`src/rtl/keypad_pkg.sv`:
```
// Shared types, key constants and the key-map decode function
// for the 4x3 matrix keypad scanner.
package keypad_pkg;

    typedef enum logic [1:0] {
        SCAN,
        DEB_PRESS,
        HELD,
        DEB_REL
    } state_t;

    localparam logic [3:0] KEY_NONE = 4'hF;
    localparam logic [3:0] KEY_STAR = 4'hA;
    localparam logic [3:0] KEY_HASH = 4'hB;

    // Exactly one low column bit is a key; anything else decodes as KEY_NONE.
    function automatic logic [3:0] key_decode(
        input logic [1:0] row,
        input logic [2:0] col
    );
        logic [1:0] idx;
        logic       hit;
        logic [3:0] code;
        idx  = 2'd0;
        hit  = 1'b1;
        code = KEY_NONE;
        unique case (1'b1)
            (col == 3'b011): idx = 2'd0;
            (col == 3'b101): idx = 2'd1;
            (col == 3'b110): idx = 2'd2;
            default:         hit = 1'b0;
        endcase
        if (hit) begin
            if (row == 2'd3) begin
                unique case (idx)
                    2'd0:    code = KEY_STAR;
                    2'd1:    code = 4'h0;
                    default: code = KEY_HASH;
                endcase
            end else begin
                code = ({2'b00, row} * 4'd3) + {2'b00, idx} + 4'd1;
            end
        end
        return code;
    endfunction

endpackage

```
`src/rtl/keypad_scanner_if.sv`:
```
// Keypad pin and key-event bundle between the scanner (master)
// and the keypad pins / application side (slave).
interface keypad_scanner_if;
    import keypad_pkg::*;

    logic [2:0] column;
    logic [2:0] sel;
    logic [3:0] key_code;
    logic       key_valid;
    logic       key_held;

    modport master (
        input  column,
        output sel,
        output key_code,
        output key_valid,
        output key_held
    );

    modport slave (
        output column,
        input  sel,
        input  key_code,
        input  key_valid,
        input  key_held
    );

endinterface

```
`src/rtl/keypad_sync.sv`:
```
// Two-flop synchroniser for the asynchronous column lines;
// resets to all-released (3'b111).
module keypad_sync
    import keypad_pkg::*;
(
    input  logic       clk,
    input  logic       rst_n,
    input  logic [2:0] d,
    output logic [2:0] q
);

    logic [2:0] meta;

    // Double-register the raw columns into the clock domain.
    always_ff @(posedge clk or negedge rst_n) begin
        if (!rst_n) begin
            meta <= 3'b111;
            q    <= 3'b111;
        end else begin
            meta <= d;
            q    <= meta;
        end
    end

endmodule

```
`src/rtl/keypad_scanner.sv`:
```
// Row-scanning, debouncing front end for a 4x3 matrix keypad.
// Optional auto-repeat while held: define KEYPAD_AUTOREPEAT_EN.
module keypad_scanner
    import keypad_pkg::*;
#(
    parameter int SCAN_DIV      = 1000,
    parameter int DEBOUNCE_CNT  = 20000,
    parameter int REPEAT_DLY    = 5_000_000,
    parameter int REPEAT_PERIOD = 1_000_000
) (
    input logic             clk,
    input logic             rst_n,
    keypad_scanner_if.master kp
);

    localparam int DIV_W = $clog2(SCAN_DIV);
    localparam int DEB_W = (DEBOUNCE_CNT > 2) ? $clog2(DEBOUNCE_CNT) : 1;
    localparam logic [DIV_W-1:0] DIV_LAST = DIV_W'(SCAN_DIV - 1);
    localparam logic [DEB_W-1:0] DEB_LAST = DEB_W'(DEBOUNCE_CNT - 1);

`ifdef KEYPAD_AUTOREPEAT_EN
    localparam int REP_MAX =
        (REPEAT_DLY > REPEAT_PERIOD) ? REPEAT_DLY : REPEAT_PERIOD;
    localparam int REP_W = (REP_MAX > 2) ? $clog2(REP_MAX) : 1;
    localparam logic [REP_W-1:0] DLY_LAST = REP_W'(REPEAT_DLY - 1);
    localparam logic [REP_W-1:0] PER_LAST = REP_W'(REPEAT_PERIOD - 1);
    logic [REP_W-1:0] rep_cnt;
    logic             rep_first;
`endif

    state_t           state;
    logic [1:0]       sel_q;
    logic [DIV_W-1:0] div_cnt;
    logic [DEB_W-1:0] deb_cnt;
    logic [2:0]       cap_col;
    logic [3:0]       code_q;
    logic             valid_q;
    logic             held_q;
    logic [2:0]       col_s;

    keypad_sync u_sync (
        .clk   (clk),
        .rst_n (rst_n),
        .d     (kp.column),
        .q     (col_s)
    );

    assign kp.sel       = {1'b0, sel_q};
    assign kp.key_code  = code_q;
    assign kp.key_valid = valid_q;
    assign kp.key_held  = held_q;

    // Scan / debounce state machine with registered key outputs.
    always_ff @(posedge clk or negedge rst_n) begin
        if (!rst_n) begin
            state   <= SCAN;
            sel_q   <= 2'd0;
            div_cnt <= '0;
            deb_cnt <= '0;
            cap_col <= 3'b111;
            code_q  <= KEY_NONE;
            valid_q <= 1'b0;
            held_q  <= 1'b0;
`ifdef KEYPAD_AUTOREPEAT_EN
            rep_cnt   <= '0;
            rep_first <= 1'b1;
`endif
        end else begin
            valid_q <= 1'b0;
            unique case (state)
                SCAN: begin
                    if (div_cnt == DIV_LAST) begin
                        div_cnt <= '0;
                        if (key_decode(sel_q, col_s) != KEY_NONE) begin
                            cap_col <= col_s;
                            deb_cnt <= '0;
                            state   <= DEB_PRESS;
                        end else begin
                            sel_q <= sel_q + 2'd1;
                        end
                    end else begin
                        div_cnt <= div_cnt + 1'b1;
                    end
                end
                DEB_PRESS: begin
                    if (col_s != cap_col) begin
                        state <= SCAN;
                        sel_q <= sel_q + 2'd1;
                    end else if (deb_cnt == DEB_LAST) begin
                        code_q  <= key_decode(sel_q, cap_col);
                        valid_q <= 1'b1;
                        held_q  <= 1'b1;
                        state   <= HELD;
`ifdef KEYPAD_AUTOREPEAT_EN
                        rep_cnt   <= '0;
                        rep_first <= 1'b1;
`endif
                    end else begin
                        deb_cnt <= deb_cnt + 1'b1;
                    end
                end
                HELD: begin
                    if (col_s == 3'b111) begin
                        deb_cnt <= '0;
                        state   <= DEB_REL;
                    end
`ifdef KEYPAD_AUTOREPEAT_EN
                    else if (rep_cnt == (rep_first ? DLY_LAST : PER_LAST)) begin
                        valid_q   <= 1'b1;
                        rep_cnt   <= '0;
                        rep_first <= 1'b0;
                    end else begin
                        rep_cnt <= rep_cnt + 1'b1;
                    end
`endif
                end
                DEB_REL: begin
                    if (col_s != 3'b111) begin
                        state <= HELD;
                    end else if (deb_cnt == DEB_LAST) begin
                        held_q  <= 1'b0;
                        deb_cnt <= '0;
                        sel_q   <= sel_q + 2'd1;
                        state   <= SCAN;
                    end else begin
                        deb_cnt <= deb_cnt + 1'b1;
                    end
                end
                default: state <= SCAN;
            endcase
        end
    end

endmodule
```
`src/flat_wrapper.sv`:
```
// flat-port wrapper written by rule: the top's interface ports become plain ports
module keypad_scanner_flat import keypad_pkg::*;
#(
    parameter int SCAN_DIV      = 1000,
    parameter int DEBOUNCE_CNT  = 20000,
    parameter int REPEAT_DLY    = 5_000_000,
    parameter int REPEAT_PERIOD = 1_000_000
)
  (clk, rst_n, kp_column, kp_sel, kp_key_code, kp_key_valid, kp_key_held);
  keypad_scanner_if kp_i ();
  input logic clk;
  input logic rst_n;
  input wire logic [$bits(kp_i.column)-1:0] kp_column;
  output wire logic [$bits(kp_i.sel)-1:0] kp_sel;
  output wire logic [$bits(kp_i.key_code)-1:0] kp_key_code;
  output wire logic [$bits(kp_i.key_valid)-1:0] kp_key_valid;
  output wire logic [$bits(kp_i.key_held)-1:0] kp_key_held;
  assign kp_i.column = kp_column;
  assign kp_sel = kp_i.sel;
  assign kp_key_code = kp_i.key_code;
  assign kp_key_valid = kp_i.key_valid;
  assign kp_key_held = kp_i.key_held;
  keypad_scanner #(.SCAN_DIV(SCAN_DIV), .DEBOUNCE_CNT(DEBOUNCE_CNT), .REPEAT_DLY(REPEAT_DLY), .REPEAT_PERIOD(REPEAT_PERIOD)) u_core (.clk(clk), .rst_n(rst_n), .kp(kp_i));
endmodule
```
`config.mk`:
```
export PLATFORM = sky130hd
export DESIGN_NAME = keypad_scanner_flat
export DESIGN_NICKNAME = d
export VERILOG_FILES = /design/src/rtl/keypad_pkg.sv /design/src/rtl/keypad_scanner_if.sv /design/src/rtl/keypad_sync.sv /design/src/rtl/keypad_scanner.sv /design/src/flat_wrapper.sv
export SDC_FILE = /design/constraint.sdc
export NUM_CORES = 1
export LEC_CHECK = 0
export CAP_MARGIN = 0
export CELL_PAD_IN_SITES_DETAIL_PLACEMENT = 1
export CELL_PAD_IN_SITES_GLOBAL_PLACEMENT = 2
export CORE_MARGIN = 8
export CORE_UTILIZATION = 28
export CTS_BUF_LIST = sky130_fd_sc_hd__clkbuf_4 sky130_fd_sc_hd__clkbuf_8
export CTS_CLUSTER_DIAMETER = 150
export DETAILED_ROUTE_END_ITERATION = 10
export GPL_ROUTABILITY_DRIVEN = 0
export HOLD_SLACK_MARGIN = 0.1
export PLACE_DENSITY = 0.66
export SLEW_MARGIN = 20
export SYNTH_ARGS = -nofsm -noshare
export SYNTH_HDL_FRONTEND = slang
export SYNTH_HIERARCHICAL = 1
export SYNTH_SLANG_ARGS = --single-unit
```
`constraint.sdc`:
```
create_clock -name clk -period 5.3 [get_ports clk]
set_clock_uncertainty 0.1 [all_clocks]
set_input_delay 0.795 -clock clk [delete_from_list [all_inputs] [get_ports clk]]
set_output_delay 0.795 -clock clk [all_outputs]
set_load 0.05 [all_outputs]
```
==> flow_summary.json, run 1 <==
{
  "outcome": "finished clean",
  "end_kind": "flip-flop",
  "diodes": 0,
  "p_leak_nw": 1.18,
  "arrival_ps": 3090,
  "hold_violations": 0,
  "required_ps": 5430,
  "rrSetupSlack_ps": 2350,
  "dr_total_vias": 1961,
  "syn_inst": 260,
  "cellPowerDensity_nw_per_um2": 220,
  "setup_violations": 0,
  "cts_setup_buffers": 0,
  "period_needed_ps": 2950,
  "ys_seq_elements": 44,
  "syn_to_final_growth_pct": 11.9,
  "synth_seq_area_share_pct": 43.5,
  "portBuffers": 12,
  "post_cts_resized": 0,
  "yosysUniqueCellTypes": 57,
  "hold_start": "u_core/u_sync/meta[2]",
  "drv_slew": 0,
  "synth_top_area_share_pct": 30.2,
  "root_buffer": "clkbuf_8",
  "ant_nets": 0,
  "grt_pass1_vias": 2097,
  "timing.hold.ws_ps": 260,
  "wl_per_cell_um": 15.8,
  "yosysWarnings": 6,
  "ir_drop_mv": 0.0703,
  "syn_nets": 276,
  "netlist_area_um2": 2570,
  "dp_hpwl_um": 4280,
  "maxCapViolCount": 0,
  "finalCritPeriodShare_pct": 55.7,
  "async_flop_share_pct": 100,
  "pin_count": 14,
  "die_y_um": 112,
  "grtUsageTotal_pct": 10.2,
  "nets": 284,
  "yosys-top-cells-count": "31 x dfrtp_1, 21 x nand2_1, 19 x nor2_1",
  "startpoint_type": "flip-flop",
  "viasPerCell": 5.16,
  "cts.path.max_buffers": 2,
  "wirelength_um": 6010,
  "crit_start": "u_core/u_sync/q[1]",
  "synth_area_leaders": "dfrtp_1 30%, dfstp_2 13%, ha_1 4.4%",
  "relSlewSlack_pct": 57.9,
  "coreArea_um2": 9060,
  "synth_flop_cell": "dfrtp_1",
  "drcViolationCount": 0,
  "cp_max_fo": 15,
  "syn_area_per_cell_um2": 9.88,
  "firstDrtPassIters": 4,
  "max_freq_mhz": 339,
  "rsz0062_at_grt": "no",
  "synth_edf_count": 0,
  "hp-class": "reg -> reg",
  "cts_tree": "built",
  "grt_max_degree": 45,
  "drive_gt1_share_pct": 15.2,
  "initial_utilization_pct": 28.4,
  "antenna_found_initial": 0,
  "hold_buffers": 0,
  "clk_pin_slew_ps": 90,
  "grt_pass1_wl_um": 10400,
  "std_cell_rows": 35,
  "worst-setup-path-type": "reg -> reg",
  "cts_sinks": 44,
  "yosysTopAreaCell": "dfrtp_1",
  "worstReg2RegStart": "u_core/u_sync/q[1]",
  "synth_most_common_cell": "dfrtp_1",
  "grt-ovfl-total": 0,
  "fin_setup_tns_ps": 0,
  "die_area_um2": 12500,
  "first_iter_violations": 91,
  "die_w_um": 112,
  "insertion_delay_ps": 300,
  "tightest_slew_ps": 629,
  "h-tree-depth": 2,
  "cts-buffers-inserted": 5
}
==> stage by stage <==
stage                     total power, mW  utilization, %  worst slack [ps]  instance area [µm²]  cells
after floorplan                     0.358               -              2130                 2570    260
after CTS                           0.643            31.7              2320                 2870    380
after global placement              0.370            30.4              2440                 2760    372
final                               0.632            31.7              2350                 2880    380
after global routing                0.656            31.7              2110                 2880    380
after detailed placement            0.370            30.4              2340                 2760    372
==> cells by family (layout without fill, tap and decap cells) <==
kind of cell             after synthesis  count (layout)  share of synthesized area (%)
flip-flops                            44              44                           43.5
XOR/XNOR                              16              16                           5.45
adder cells (fa/ha/maj)               11              11                           5.94
other                                  1               1                          0.146
multiplexers                           6               6                           2.68
AND/OR/NAND/NOR                      100             100                           21.7
buffers and inverters                 24              33                           4.67
AO/OA/AOI/OAI                         58              58                           16.0
==> registers in the layout, summed over array words and instances (netlist names) <==
name and count:
u_core/kp.key_code 4, u_core/div_cnt 10, u_core/kp.key_held 1, u_core/sel_q 2, u_core/kp.key_valid 1, u_core/state 2
u_core/u_sync/meta 3, u_core/u_sync/q 3, u_core/cap_col 3, u_core/deb_cnt 15
==> cell usage in the layout, fill, tap and decap left out, types with 2 or more instances in the layout <==
cell             Yosys  routed
a21oi_2              2       3
nor3_1               7       7
a21oi_1             13      12
nand4_1              5       5
nand3b_1             5       5
a31oi_1             11      11
nand4bb_1            2       2
a41oi_1              4       4
mux2i_1              2       2
mux2_2               3       3
xnor2_1              6       6
and3b_1              2       2
xor2_1              10      10
nor4_1               4       4
dfrtp_1             31      31
o211ai_1             3       3
dfstp_2             13      13
o211ai_2             3       3
nor2b_1              4       4
ha_1                 9       9
nand2b_1             6       6
fa_1                 2       2
clkbuf_8             0       5
o21ai_0             11      11
nand2_1             21      21
o21a_1               2       2
nor2_1              19      19
clkdlybuf4s50_1      0      11
nand3_1             11      11
inv_1               11      11
or4_1                2       2
buf_4                1       2
==> worst max-delay path: stages, from the launching register on <==
cell	delay [ps]
dfstp_2	610
nand3b_1	130
ha_1	180
inv_1	70
fa_1	400
and3b_1	190
o211ai_1	210
o311ai_0	240
a221oi_2	270
buf_4	270
mux2i_1	210
==> routing by layer <==
metal / GRT usage [%] / wire length [µm] / up-vias
li1: - / - / 951
met1: 12.5 / 2870 / 987
met2: 16.8 / 2870 / 18
met3: 2.65 / 190 / 5
met4: 3.92 / 84 / 0
met5: 0 / 0 / -
==> final timing paths <==
path                                           end  cells after the start
max in group asynchronous          u_core/state[0]                      2
min in group asynchronous        u_core/div_cnt[2]                      2
worst min register to register  u_core/u_sync/q[2]                      0
worst min-delay path            u_core/u_sync/q[2]                      0
worst max register to register   u_core/deb_cnt[1]                     10
worst max-delay path             u_core/deb_cnt[1]                     10
==> power breakdown <==
group	leakage (nW)	switching (mW)	internal [mW]	total (mW)
Sequential	0.554	0.00326	0.340	0.343
Clock	0.0586	0.124	0.145	0.270
Combinational	0.565	0.0130	0.00617	0.0192
==> cell type report <==
type	instances	area [µm²]
flip-flops and latches	44	1120
clock inverters	2	35.0
repair buffers	14	130
fillers	1049	6190
multi-input cells	192	1340
well taps	111	139
inverters	11	41.3
clock buffers	6	76.3
Note: power is estimated with default switching activity, not from simulation.
==> inputs of run 2 (changes only) <==
PLACE_DENSITY = 0.69   (was 0.66)
clock period = 2.65 ns   (was 5.3 ns; I/O delays follow)
==> run 2 against run 1 <==
Compared with the run above: the run now ends with setup timing left; die area unchanged; cell area increased by 5.4%; fmax increased by 11%; sequential power increased by 99%; combinational power increased to 2.7 times the previous value; first-iteration DRC count decreased by 56%; hold slack improved by 5.3 ps; total power increased by 99%; global-route usage decreased by 0.14 points; final cell count increased by 3.7%; critical endpoint is now u_core/cap_col[1]; largest power group unchanged.
==> flow_summary.json, run 2 (synthesized netlist as in run 1, its figures left out) <==
{
  "outcome": "finished, violations left",
  "violations": "setup timing",
  "post_cts_resized": 0,
  "grt-ovfl-total": 0,
  "fillCellCount": 1011,
  "worst-setup-path-type": "reg -> reg",
  "root_buffer": "clkbuf_8",
  "cp_max_fo": 3,
  "end_kind": "flip-flop",
  "cts_sinks": 44,
  "required_ps": 2770,
  "std_cell_rows": 35,
  "largest_register_ffs": 15,
  "cellPowerDensity_nw_per_um2": 415,
  "ir_drop_mv": 0.253,
  "post-place-ws_ps": -30.2,
  "insertion_delay_ps": 300,
  "tightest_slew_ps": 750,
  "grtUsageTotal_pct": 10.1,
  "maxCapViolCount": 0,
  "setup_ws_ps": -7.88,
  "grt_max_degree": 28,
  "viasPerCell": 5.07,
  "portBuffers": 12,
  "ant_nets": 0,
  "drcViolationCount": 0,
  "syn_to_final_growth_pct": 17.9,
  "drv_slew": 0,
  "die_y_um": 112,
  "p_sw_mw": 0.280,
  "coreArea_um2": 9060,
  "final_common_cell": "dfrtp_1",
  "startpoint_type": "flip-flop",
  "arrival_ps": 2780,
  "relSlewSlack_pct": 49.5,
  "grt_pass1_wl_um": 10400,
  "intPower_mw": 0.978,
  "wl_per_cell_um": 15.4,
  "antenna_found_initial": 0,
  "finalNonFillerCells": 394,
  "max_freq_mhz": 376,
  "combPwrFrac_pct": 4.0,
  "swShare_pct": 22.3,
  "wirelength_um": 6050,
  "cts_tree": "built",
  "dp_hpwl_um": 4580,
  "firstDrtPassIters": 4,
  "period_needed_ps": 2660,
  "die_area_um2": 12500,
  "cts.path.max_buffers": 2,
  "rsz0062_at_grt": "yes",
  "clk_pin_slew_ps": 100,
  "cts-buffers-inserted": 5,
  "nets": 298,
  "hp-class": "reg -> reg",
  "pwr-share-seq_pct": 54.2,
  "first_iter_violations": 40,
  "clkPwrFrac_pct": 41.8,
  "h-tree-depth": 2,
  "top_register": "u_core/deb_cnt",
  "drive_gt1_share_pct": 21.2,
  "fin_setup_tns_ps": -17.4,
  "diodes": 0,
  "setup_violations": 3,
  "initial_utilization_pct": 28.4,
  "dr_total_vias": 1996,
  "die_w_um": 112,
  "hold_violations": 0,
  "finalCritPeriodShare_pct": 100,
  "dp_cells": 385,
  "p_leak_nw": 1.24,
  "fin_util_pct": 33.4,
  "pin_count": 14,
  "cts_setup_buffers": 0,
  "grt_pass1_vias": 2096,
  "timing.hold.ws_ps": 265,
  "layout_common_cells": "29 x dfrtp_1, 21 x nand2_1, 19 x nor2_1"
}
[run 2: per-layer routing]
metal / track usage [%] / part of all wire [%] / wire length, µm / vias up
met5: 0 / 0 / 0 / -
met4: 2.46 / 0.50 / 30 / 0
li1: - / - / - / 986
met3: 2.11 / 1.7 / 100 / 2
met1: 12.5 / 48 / 2880 / 1001
met2: 17.2 / 50 / 3040 / 7
[run 2: what timing repair did]
| action | in CTS | in global routing |
|---|---|---|
| hold buffers | 1 | 0 |
| pin swaps | 1 | 0 |
| endpoints found under the hold margin | 7 | 0 |
| setup endpoints to repair | 11 | 19 |
[run 2: path summary, 6_finish.rpt]
path	start	to	slack, ps	cells past startpoint
min reg2reg	u_core/u_sync/meta[2]	u_core/u_sync/q[2]	260	0
max	u_core/u_sync/q[1]	u_core/cap_col[1]	-8	8
max in group asynchronous	rst_n	u_core/cap_col[1]	1380	3
max reg2reg	u_core/u_sync/q[1]	u_core/cap_col[1]	-8	8
min in group asynchronous	rst_n	u_core/deb_cnt[0]	480	2
min	u_core/u_sync/meta[2]	u_core/u_sync/q[2]	260	0
[run 2: worst max-delay path, stage by stage (launching register included)]
cell and delay, ps:
dfstp_2 530, nand3b_1 100, ha_1 170, inv_1 70, fa_2 530, o211ai_1 120
o31ai_1 380, nand3b_1 230, mux2_2 360
[run 2: per-stage QoR]
stage          instance area [µm²]  power, mW
6_report                      3030       1.26
3_3_place_gp                  2910      0.745
5_1_grt                       3030       1.31
2_1_floorplan                 2600      0.717
3_5_place_dp                  2910      0.746
4_1_cts                       3030       1.28
[run 2: final cells by class]
class / count / area [µm²] / area share [%]
repair buffers: 28 / 263 / 8.67
multi-input cells: 192 / 1360 / 44.7
clock inverters: 3 / 42.5 / 1.40
inverters: 11 / 41.3 / 1.36
well taps: 111 / 139 / 4.58
clock buffers: 5 / 68.8 / 2.27
flip-flops and latches: 44 / 1120 / 37.0
[run 2: power groups by stage]
| stage | Clock [mW] | Combinational (mW) | Sequential (mW) |
|---|---|---|---|
| 3_3_place_gp | 0 | 0.0504 | 0.694 |
| 3_5_place_dp | 0 | 0.0516 | 0.695 |
| 2_1_floorplan | 0 | 0.0235 | 0.693 |
| 5_1_grt | 0.567 | 0.0570 | 0.683 |
| 4_1_cts | 0.549 | 0.0532 | 0.682 |
| 6_report | 0.525 | 0.0509 | 0.682 |
